### config.mk
export PLATFORM = sky130hd
export DESIGN_NAME = pattern_scan_arbiter
export DESIGN_NICKNAME = d
export VERILOG_FILES = /design/src/rtl/pattern_scan_arbiter.sv
export SDC_FILE = /design/constraint.sdc
export NUM_CORES = 1
export LEC_CHECK = 0
export ABC_CLOCK_PERIOD_IN_PS = 6100
export CORE_ASPECT_RATIO = 1.25
export CORE_UTILIZATION = 44
export DETAILED_ROUTE_END_ITERATION = 8
export GPL_TIMING_DRIVEN = 0
export PLACE_DENSITY = 0.91
export SETUP_SLACK_MARGIN = 0.5
export SYNTH_ARGS = -nofsm -noshare
export SYNTH_HDL_FRONTEND = slang
export SYNTH_SLANG_ARGS = --single-unit
### constraint.sdc
create_clock -name clk -period 6.1 [get_ports clk]
set_input_delay 1.525 -clock clk [delete_from_list [all_inputs] [get_ports clk]]
set_output_delay 1.525 -clock clk [all_outputs]
set_load 0.02 [all_outputs]
### src/rtl/pattern_scan_arbiter.sv
`default_nettype none
// ============================================================================
//  Module   : pattern_scan_arbiter
//  Purpose  : Round-robin sharing of one combinational pattern detector
//             between N_REQ word producers. A granted word is registered onto
//             the detector input and given one settle cycle. The count is then
//             captured, tagged with the requester ID, and added to a
//             saturating running total.
//  Revision : 1.0 - initial release
// ============================================================================
module pattern_scan_arbiter #(
  parameter  int N_REQ = 2,
  parameter  int DW    = 32,
  parameter  int CW    = 4,
  parameter  int ACC_W = 16,
  localparam int IDW   = $clog2(N_REQ)
) (
  input  logic                clk,
  input  logic                rst_n,
  input  logic [N_REQ-1:0]    req_valid,
  input  logic [N_REQ*DW-1:0] req_data,
  output logic [N_REQ-1:0]    req_ready,
  output logic [DW-1:0]       det_din,
  input  logic [CW-1:0]       det_count,
  output logic                rsp_valid,
  output logic [IDW-1:0]      rsp_id,
  output logic [CW-1:0]       rsp_count,
  input  logic                acc_clear,
  output logic [ACC_W-1:0]    acc_total,
  output logic                acc_sat
);

  typedef enum logic [1:0] {
    S_IDLE  = 2'd0,
    S_DRIVE = 2'd1,
    S_RESP  = 2'd2
  } state_t;

  state_t           state_q,     state_d;
  logic [IDW-1:0]   rr_ptr_q,    rr_ptr_d;
  logic [IDW-1:0]   gnt_id_q,    gnt_id_d;
  logic [DW-1:0]    det_din_q,   det_din_d;
  logic             rsp_valid_q, rsp_valid_d;
  logic [IDW-1:0]   rsp_id_q,    rsp_id_d;
  logic [CW-1:0]    rsp_count_q, rsp_count_d;
  logic [ACC_W-1:0] acc_total_q, acc_total_d;
  logic             acc_sat_q,   acc_sat_d;

  logic             gnt_found;
  logic [IDW-1:0]   gnt_idx;
  logic [IDW-1:0]   gnt_next_ptr;
  logic [IDW:0]     cand;
  logic [ACC_W:0]   acc_sum;

  // Find the first valid requester at or above rr_ptr, wrapping at N_REQ.
  // cand has one spare bit so rr_ptr + k never overflows before the wrap.
  always_comb begin
    gnt_found = 1'b0;
    gnt_idx   = '0;
    cand      = '0;
    for (int k = 0; k < N_REQ; k++) begin
      cand = {1'b0, rr_ptr_q} + (IDW+1)'(k);
      if (cand >= (IDW+1)'(N_REQ)) begin
        cand = cand - (IDW+1)'(N_REQ);
      end
      if (!gnt_found && req_valid[cand[IDW-1:0]]) begin
        gnt_found = 1'b1;
        gnt_idx   = cand[IDW-1:0];
      end
    end
  end

  assign gnt_next_ptr = (gnt_idx == IDW'(N_REQ - 1)) ? '0 : gnt_idx + IDW'(1);
  assign acc_sum      = {1'b0, acc_total_q} + (ACC_W+1)'(det_count);

  // Grant is offered only while idle and never while reset is asserted.
  assign req_ready = (rst_n && (state_q == S_IDLE) && gnt_found)
                     ? (N_REQ'(1) << gnt_idx) : '0;

  // Next-state and next-output computation for the transaction sequencer.
  always_comb begin
    state_d     = state_q;
    rr_ptr_d    = rr_ptr_q;
    gnt_id_d    = gnt_id_q;
    det_din_d   = det_din_q;
    rsp_valid_d = 1'b0;
    rsp_id_d    = rsp_id_q;
    rsp_count_d = rsp_count_q;
    acc_total_d = acc_total_q;
    acc_sat_d   = acc_sat_q;
    case (state_q)
      S_IDLE: begin
        if (gnt_found) begin
          state_d   = S_DRIVE;
          det_din_d = req_data[int'(gnt_idx)*DW +: DW];
          gnt_id_d  = gnt_idx;
          rr_ptr_d  = gnt_next_ptr;
        end
      end
      S_DRIVE: begin
        state_d = S_RESP;
      end
      S_RESP: begin
        state_d     = S_IDLE;
        rsp_valid_d = 1'b1;
        rsp_id_d    = gnt_id_q;
        rsp_count_d = det_count;
        if (acc_sat_q || acc_sum[ACC_W]) begin
          acc_total_d = '1;
          acc_sat_d   = 1'b1;
        end else begin
          acc_total_d = acc_sum[ACC_W-1:0];
        end
      end
      default: begin
        state_d = S_IDLE;
      end
    endcase
    // A clear beats an accumulation landing in the same cycle.
    if (acc_clear) begin
      acc_total_d = '0;
      acc_sat_d   = 1'b0;
    end
  end

  // State and registered outputs; reset abandons any transaction in flight.
  always_ff @(posedge clk or negedge rst_n) begin
    if (!rst_n) begin
      state_q     <= S_IDLE;
      rr_ptr_q    <= '0;
      gnt_id_q    <= '0;
      det_din_q   <= '0;
      rsp_valid_q <= 1'b0;
      rsp_id_q    <= '0;
      rsp_count_q <= '0;
      acc_total_q <= '0;
      acc_sat_q   <= 1'b0;
    end else begin
      state_q     <= state_d;
      rr_ptr_q    <= rr_ptr_d;
      gnt_id_q    <= gnt_id_d;
      det_din_q   <= det_din_d;
      rsp_valid_q <= rsp_valid_d;
      rsp_id_q    <= rsp_id_d;
      rsp_count_q <= rsp_count_d;
      acc_total_q <= acc_total_d;
      acc_sat_q   <= acc_sat_d;
    end
  end

  assign det_din   = det_din_q;
  assign rsp_valid = rsp_valid_q;
  assign rsp_id    = rsp_id_q;
  assign rsp_count = rsp_count_q;
  assign acc_total = acc_total_q;
  assign acc_sat   = acc_sat_q;

endmodule
`default_nettype wire

==> out/metrics.cfg, run 1 <==
[cells_and_area]
mostFrequentLayoutCells=clkdlybuf4s50_1 (127), dfrtp_1 (59), inv_1 (36)
drive_above_1_share=0.0693
insertedDiodeCount=0
syn_to_final_growth_pct=58.9
stdcell_area_sq_um=4350
final_common_cell=clkdlybuf4s50_1
layout.nets=477

[critical_path]
required_ns=4.58
path_class=primary input to primary output
cp_slowest_cell=clkdlybuf4s50_1
start_kind=primary input
critical_path.max_stage_delay_ns=0.60
setup.worst_path.end_class=primary output
critPathMaxFanout=10
critPathArrivalTime_ns=3.86
reg2regPathDepth=7
crit_top_cell=clkdlybuf4s50_1
crit_chain=clkdlybuf4s50_1 -> o21ai_1 -> a21oi_2 -> clkbuf_1 -> and2_1 -> clkdlybuf4s50_1

[floorplanning]
coreArea_sq_um=5900
io_pins=130
num_rows=31
start_util=0.464
die_area_sq_um=6540
die_h_um=90.2
die_x_um=72.6

[run_status]
status=finished, final reports clean

[power_and_ir_drop]
p_int_mw=1.20
power.ir.vdd_worst_uv=209
power_frac_clock=0.195
power.total_mw=1.99
power.share.switching=0.395
power_density_nw_per_um2=458
p_sw_uw=785
pwr-share-seq=0.316
combPwrFrac=0.489
p_leak_nw=1.97

[clock_network]
cts_sinks=59
post_cts_resized=0
clkTransAtPathRegs_ns=0.07
clock_path_buffers=2
insertion_delay_ns=0.35
clock_tree.root_cell=clkbuf_8
hold_buffers=0
cts_tree=built
ctsHtreeMaxLevel=3
post-cts-setup-buffer-count=0
numCtsBuffers=9

[grt]
grt_pass1_vias=2834
grt_pass1_wl_um=14500
grt_max_degree=38
grt_overflow=0
antenna_found_initial=0
track_usage=0.295

[sta]
finalMaxSlewViolations=0
hold_viol=0
slew_headroom=0.540
rsz0062_at_grt=false
max_freq_mhz=186
setup_viol=0
min_period_over_period=0.883
period_needed_ns=5.39
fin_skew_ns=0.00672
tightest_slew_ns=0.685

[logic_synthesis]
avgSynthCellArea_sq_um=10.6
yosysSeqAreaShare=0.539
syn_inst=259
async_reset_ff_frac=1.00
synth_nets=337
ys_warn_count=0
syn_area_sq_um=2740
ys_ff_latch=59
synth_edf_count=0
synthDistinctLibCells=39
ys.flop_type=dfrtp_1

[placement]
place_congestion=0.922
place_area_sq_um=4140
port_buffers=128
dp_hpwl_um=6530

[min_path]
hp-class=flop to flop
min_delay_path_depth=1

[route]
vias=2809
wire_per_inst_um=18.8
drt_pass1_iterations=8
drt_iter0_markers=354
avgViaCountPerCell=5.78
drcViolationCount=0
antenna_left=0
wirelength_um=9130

[job]
drv_cap=0

## Yosys cell counts (2+ instances only)
cell type / count / area [sq um]
nand2_1: 20 / 75.1
nand4_1: 2 / 12.5
inv_1: 36 / 135
ha_1: 4 / 50.1
a222oi_1: 32 / 320
nor3_1: 7 / 35.0
a211oi_1: 8 / 60.1
a31o_2: 4 / 35.0
and2_1: 6 / 37.5
clkbuf_1: 16 / 60.1
a21o_1: 7 / 52.6
a311oi_1: 5 / 43.8
o21ai_0: 4 / 20.0
dfrtp_1: 59 / 1480
and3_1: 3 / 18.8
nand2b_1: 2 / 12.5
nor2_1: 15 / 56.3
a21oi_1: 7 / 35.0
nand3_1: 2 / 10.0
## critical path: cells and delay by family
family	cells	cell delay [ns]
and+or+nand+nor	1	0.18
buffers and inverters	3	1.51
AOI/OAI and AO/OA	2	0.63
## stage by stage
stage                util  std cells  setup TNS (ns)  setup WS (ns)  hold slack [ns]
CTS                 0.737        486               0          0.587            0.463
finish              0.738        486               0          0.714            0.458
global placement    0.699        469          -0.623         -0.312            0.440
global route        0.738        486               0          0.541            0.480
detailed placement  0.702        470               0          0.614            0.452
floorplan               -        259               0           1.99            0.426
## state kept, by name, summed over array words and instances, names as in the netlist
name	flops
rr_ptr_q	1
state_q	2
rsp_id	1
det_din	32
rsp_count	4
rsp_valid	1
gnt_id_q	1
acc_sat	1
acc_total	16
## final cells by class
class	instances	area (sq um)
Buffer	19	76.3
Clock buffer	11	131
Clock inverter	5	77.6
Fill cell	416	1550
Inverter	36	135
Multi-Input combinational cell	145	1050
Sequential cell	59	1480
Tap cell	82	103
Timing Repair Buffer	129	1300
## path summary, 6_finish.rpt
check	start	endpoint	slack, ns
max in group asynchronous	rst_n	det_din[20]	4.32
min	state_q[1]	state_q[1]	0.46
min in group asynchronous	rst_n	acc_total[0]	1.18
max	req_valid[1]	req_ready[0]	0.71
min reg2reg	state_q[1]	state_q[1]	0.46
max reg2reg	acc_total[0]	acc_total[15]	3.82
## kinds of logic (layout without fill, tap and decap cells)
| kind of cell | count (synthesis) | in the layout | synth area share |
|---|---|---|---|
| compound gates | 76 | 76 | 0.240 |
| simple gates | 61 | 61 | 0.108 |
| flops | 59 | 59 | 0.539 |
| buf+inv | 55 | 200 | 0.0772 |
| fa+ha+maj | 5 | 5 | 0.0256 |
| xor+xnor | 2 | 2 | 0.00640 |
| mux | 1 | 1 | 0.00366 |
## power by group through the flow
stage / combinational [mW] / clock (mW) / sequential [mW]
6_report: 0.973 / 0.389 / 0.628
5_1_grt: 1.05 / 0.409 / 0.643
4_1_cts: 0.973 / 0.395 / 0.627
3_5_place_dp: 0.965 / 0 / 0.633
2_1_floorplan: 0.353 / 0 / 0.787
3_3_place_gp: 0.933 / 0 / 0.621
## routing by layer
| metal | vias up | track usage | share of wire |
|---|---|---|---|
| met5 | - | 0 | 0 |
| met4 | 0 | 0.172 | 0.034 |
| met3 | 33 | 0.0785 | 0.10 |
| met2 | 198 | 0.484 | 0.50 |
| met1 | 1331 | 0.338 | 0.36 |
| li1 | 1247 | - | - |
Power figures use the tool's default switching activity.
==> run 2: changes to the inputs <==
SKIP_LAST_GASP = 1   (was not set)
==> results of run 2 <==
Final layout, timing and power as in run 1 (identical DEF).
==> run 3: changes to the inputs <==
HOLD_SLACK_MARGIN = 0.15   (was not set)
PLACE_DENSITY = 0.82   (was 0.91)
==> out/metrics.cfg, run 3 (synthesis results as in run 1) <==
[run_status]
status=finished, final reports clean

[route]
antenna_left=0
avgViaCountPerCell=5.52
wire_per_inst_um=17.7
drt_pass1_iterations=5
wirelength_um=8620
vias=2685
drcViolationCount=0
drt_iter0_markers=190

[sta]
min_period_over_period=0.877
fin_skew_ns=0.00669
setup_ws_ns=0.749
max_freq_mhz=187
tightest_slew_ns=0.894
rsz0062_at_grt=false
slew_headroom=0.404
hold_viol=0
finalMaxSlewViolations=0
period_needed_ns=5.35
holdWs_ns=0.463
setup_viol=0

[power_and_ir_drop]
power_density_nw_per_um2=441
power.total_mw=1.90
power.ir.vdd_worst_uv=192
p_leak_nw=1.96

[critical_path]
r2r_slack_ns=3.93
path_class=primary input to primary output
r2r-end=acc_total[13]
critPathArrivalTime_ns=3.83
critPathMaxFanout=10
r2r-start=acc_total[0]
reg2regPathDepth=7
setup.worst_path.end_class=primary output
required_ns=4.58
start_kind=primary input

[grt]
grt_max_degree=40
track_usage=0.273
grt_pass1_wl_um=13600
grt_pass1_vias=2733
grt_overflow=0
antenna_found_initial=0

[placement]
place_congestion=0.943
post-place-cells=470
dp_hpwl_um=6370
port_buffers=128
place_ws_ns=0.656

[clock_network]
cts_sinks=59
post_cts_resized=0
clock_path_buffers=2
numCtsBuffers=9
clkTransAtPathRegs_ns=0.06
clock_tree.root_cell=clkbuf_8
hold_buffers=0
ctsHtreeMaxLevel=3
post-cts-setup-buffer-count=0
insertion_delay_ns=0.33
cts_tree=built

[floorplanning]
num_rows=31
io_pins=130
die_area_sq_um=6540
die_x_um=72.6
die_h_um=90.2
start_util=0.464
coreArea_sq_um=5900

[cells_and_area]
insertedDiodeCount=0
mostFrequentLayoutCells=clkdlybuf4s50_1 (127), dfrtp_1 (59), inv_1 (36)
largest_register_ffs=32
fin_cells=486
finish.utilization=0.733
layout.nets=477
final_common_cell=clkdlybuf4s50_1
drive_above_1_share=0.0668
syn_to_final_growth_pct=57.8

[job]
drv_cap=0

[min_path]
hp-class=flop to flop
worstHoldEndpoint=state_q[1]
min_delay_path_depth=1
hp-start=state_q[1]

-- run 3: cell count changes in the layout (fill, tap and decap cells not counted), sizes merged --
cell / change
clkbuf: +3
clkinvlp: -1
bufinv: -2
-- run 3: where the power goes --
part           switching, mW  leakage [nW]  total [mW]  internal, mW
clock                  0.148        0.0905       0.317         0.169
combinational          0.530          1.12       0.965         0.435
sequential            0.0812         0.750       0.623         0.541
total                  0.759          1.96        1.90          1.15
-- run 3: final cells by class --
type | instances | area, sq um
inverters | 36 | 135
clock inverters | 2 | 10.0
repair buffers | 129 | 1300
plain buffers | 19 | 76.3
clock buffers | 14 | 163
multi-input cells | 145 | 1050
fillers | 434 | 1580
well taps | 82 | 103
flip-flops and latches | 59 | 1480
-- run 3: how the worst max path moves through the flow --
| stage | depth (start not counted) | slack [ns] | startpoint | end |
|---|---|---|---|---|
| 2_1_floorplan | 4 | 1.99 | req_valid[0] | req_ready[0] |
| 3_3_place_gp | 3 | -0.32 | rst_n | req_ready[1] |
| 3_5_place_dp | 6 | 0.66 | req_valid[0] | req_ready[0] |
| 4_1_cts | 6 | 0.66 | req_valid[0] | req_ready[0] |
| 5_1_grt | 6 | 0.63 | req_valid[1] | req_ready[0] |
| 6_report | 6 | 0.75 | req_valid[1] | req_ready[0] |
-- run 3: metal layers --
layer	track usage	up-vias	wire, um
met4	0.132	0	241
met3	0.0684	20	784
met5	0	-	0
li1	-	1244	-
met2	0.479	138	4430
met1	0.299	1283	3160
-- run 3: metrics by stage --
step,TNS (ns),cell area [sq um]
after floorplan,0,2740
after global placement,-0.643,4120
after detailed placement,0,4140
after CTS,0,4320
after global routing,0,4320
final,0,4320
-- run 3: worst max-delay path: stages --
cell and delay (ns):
clkdlybuf4s50_1 0.52, o21ai_1 0.23, a21oi_2 0.35, clkbuf_1 0.41, and2_1 0.19, clkdlybuf4s50_1 0.60
==> edit 1, RTL diff (settings of run 3) <==
`ACC_W`: 16 -> 24.
--- a/src/rtl/pattern_scan_arbiter.sv
+++ b/src/rtl/pattern_scan_arbiter.sv
@@ -13,5 +13,5 @@
   parameter  int DW    = 32,
   parameter  int CW    = 4,
-  parameter  int ACC_W = 16,
+  parameter  int ACC_W = 24,
   localparam int IDW   = $clog2(N_REQ)
 ) (
Ports: changed (resized acc_total); port bits go from 130 to 138. No check against the original RTL was run, so the function may have changed too.
==> edit 1 against run 3 <==
- synthesized cell count grew 24%
- sequential cell count rose by 8
- area after synthesis is 19% higher
- power rose by 8.1%
- routed wire length is 11% higher
- design area grew 14%
- worst setup slack worse by 0.041 ns
- clock power grew 21%
- highest routed layer unchanged
==> edit 1: results (changes against run 3) <==
- GR Layer Usage met2: 0.4496 (-0.02937)
- Layout clock area frac: 0.04123 (+0.001269)
- Met2 wire len: 4.915 mm (+11%)
- Commonest cells in the netlist: dfrtp_1, inv_1, a222oi_1
- Met1 Usage GRT: 0.3080 (+0.009058)
- Adder-cell area share of the yosys netlist: 0.02145 (-0.004146)
- Vias/cell: 5.808 (+5.1%)
- Non-clock inverters: 43 (+19%)
- Routed WL: 9.599 mm (+11%)
- Relative slew slack: 0.4449 (+0.04087)
- Clock buffers: 12 (-2)
- Multi-input logic portion of the cell area: 0.2717 (+0.02785)
- Mux cell area share after synthesis: 0.01226 (+0.008600)
- VDD IR max: 0.2870 mV (+49%)
- Largest net degree at the start of global routing: 70 (+75%)
- P_clk: 0.000382 W (+21%)
- Global Route Usage Sum: 0.2722 (-0.0005930)
- DP Wirelength: 6.993 mm (+9.8%)
- P_leak: 2.174 nW (+11%)
- Worst r2r dst: acc_total[4]$_DFFE_PN0P_
- Register bit total from synthesis: 67 (+14%)
- Worst EP arrival: 3.87 ns (+0.04 ns)
- DR iter-0 viols: 329 (+73%)
- Vias in the first global route: 3438 (+26%)
- Top cells by area, synth: dfrtp_1, a222oi_1, inv_1
- Sequential power share: 0.334 (+0.007)
- Outcome: finished, final reports clean
- Gp weighted congestion: 0.8779 (-6.9%)
- Post-Place Worst Slack: 0.5724 ns (-0.08328 ns)
- Met3 WL: 882 µm (+13%)
- Register Area: 0.001677 mm² (+14%)
- Post-synthesis compound-gate area fraction: 0.2375 (-0.002488)
- Non-clock buffering overhead: 0.2927 (-0.02674)
- Filler cells: 552 (+27%)
- Post-Route M1 WL: 3.555 mm (+12%)
- PortBufs: 136 (+6.3%)
- Register area share after synthesis: 0.5132 (-0.02609)
==> edit 1: cell types whose count changed after synthesis, sizes merged, moves of 3 or more <==
cell    delta
a21oi      +6
nand3      +6
nor4       +4
or2        +3
nor2       +8
a211oi    +10
o21ai      +3
inv        +7
mux2i      +3
clkbuf     -3
and2       -4
dfrtp      +8
buf        +3
==> edit 1: through the flow <==
stage | cell area, µm² | hold WS (ns) | total power (W) | utilization | cells
floorplan | 3267 | 0.4263 | 0.001220 | - | 321
global placement | 4741 | 0.4402 | 0.001650 | 0.6713 | 547
detailed placement | 4738 | 0.4498 | 0.001678 | 0.6710 | 547
CTS | 4942 | 0.4608 | 0.002070 | 0.6999 | 563
global route | 4946 | 0.4917 | 0.002198 | 0.7004 | 563
finish | 4946 | 0.4590 | 0.002059 | 0.7004 | 563
==> edit 1: critical path, delay by kind of cell <==
family	cells	cell delay, ns
AOI/OAI and AO/OA	2	0.61
and+or+nand+nor	1	0.19
buffers and inverters	3	1.55
==> edit 2, RTL diff (settings of run 3) <==
Without the edit above. Encoding of `state_t`: now one-hot (3 bits for 3 states).
--- a/src/rtl/pattern_scan_arbiter.sv
+++ b/src/rtl/pattern_scan_arbiter.sv
@@ -31,8 +31,8 @@
 );
 
-  typedef enum logic [1:0] {
-    S_IDLE  = 2'd0,
-    S_DRIVE = 2'd1,
-    S_RESP  = 2'd2
+  typedef enum logic [2:0] {
+    S_IDLE  = 3'b001,
+    S_DRIVE = 3'b010,
+    S_RESP  = 3'b100
   } state_t;
 
Check against the original RTL: no difference found for any inputs over 10 cycles, from zero or initial values and one cycle with rst_n low; not proved beyond that.
==> edit 2 against run 3 <==
- first-iteration DRC count rose by 4.2%
- routed wire length is 2.8% lower
- area after synthesis rose by 3.8%
- design area rose by 3.2%
- synthesized cell count up 3.1%
- worst setup slack better by 0.25 ns
- worst hold slack gained 0.0063 ns
- count of clock-buffer cells in the layout down 5
- power shrank 1.9%
- sequential cell count increased by 1
- critical path type unchanged
==> edit 2: results (changes against run 3) <==
- Relative slew slack: 0.4477 (+0.04365)
- Hold Startpoint: rr_ptr_q$_DFFE_PN0P_
- Final Net Count: 485 (+1.7%)
- NetSw: 0.0006938 W (-8.6%)
- Vias: 2801 (+4.3%)
- Non-clock buffering overhead: 0.3098 (-0.009669)
- DR iter-0 viols: 198 (+4.2%)
- Synth cell types: 44 (+13%)
- Commonest cells in the netlist: dfrtp_1, inv_1, a222oi_1
- Post-route insts no fill: 497 (+2.3%)
- Multi-In Gates: 153 (+5.5%)
- Area post-placement: 0.004244 mm² (+2.4%)
- R2r setup slk: 3.80 ns (-0.13 ns)
- Syn_nets: 345 (+2.4%)
- Post-Place Worst Slack: 1.008 ns (+0.3527 ns)
- Non-clock inverters: 35 (-2.8%)
- Worst Clk Skew: 0.01200 ns (+0.005309 ns)
- Register Area: 0.001503 mm² (+1.8%)
- Seq cells: 60 (+1.7%)
- Final worst path period need: 5.102 ns (-0.2492 ns)
- Outcome: finished, final reports clean
- Placed cells: 481 (+2.3%)
- Largest net degree at the start of global routing: 37 (-7.5%)
- Share of cells above drive strength 1: 0.08495 (+0.01812)
- DP Wirelength: 6.088 mm (-4.4%)
- DR WL/cell: 16.87 µm (-4.9%)
- Min Hold Slack: 0.4694 ns (+0.006261 ns)
- Worst Hold Endpoint: rr_ptr_q$_DFFE_PN0P_
- Syn Area/Cell: 10.64 µm² (+0.68%)
- Combinational share of power: 0.460 (-0.047)
- Global Route Usage Sum: 0.2525 (-0.02027)
- Filler cells: 450 (+3.7%)
- Multi-input gate area: 0.001122 mm² (+6.5%)
- Comb. pwr: 0.000860 W (-11%)
- Register area share after synthesis: 0.5288 (-0.01046)
- Layout clock area frac: 0.04826 (+0.008295)
==> edit 2: cell types whose count changed in the layout (fill, tap and decap cells not counted), moves of 3 or more <==
cell,before,now
nand3_1,2,5
a31o_2,4,1
and2_1,6,2
nand4_1,2,5
a311oi_1,5,2
nand2_1,20,23
buf_2,1,6
clkbuf_1,19,11
==> edit 2: cell families after synthesis <==
family                   count (synthesis)  synth area share
AO/OA/AOI/OAI                           73            0.2373
XOR/XNOR                                 2          0.006166
multiplexers                             2          0.007046
AND/OR/NAND/NOR                         71            0.1198
flip-flops                              60            0.5288
buffers and inverters                   54           0.07618
adder cells (fa/ha/maj)                  5           0.02466
==> edit 2: routing by layer <==
layer / track usage / routed length, µm / vias to the layer above
li1: - / - / 1279
met1: 0.2937 / 3216 / 1371
met2: 0.4495 / 4299 / 139
met3: 0.06703 / 787 / 12
met4: 0.06571 / 81 / 0
met5: 0 / 0 / -
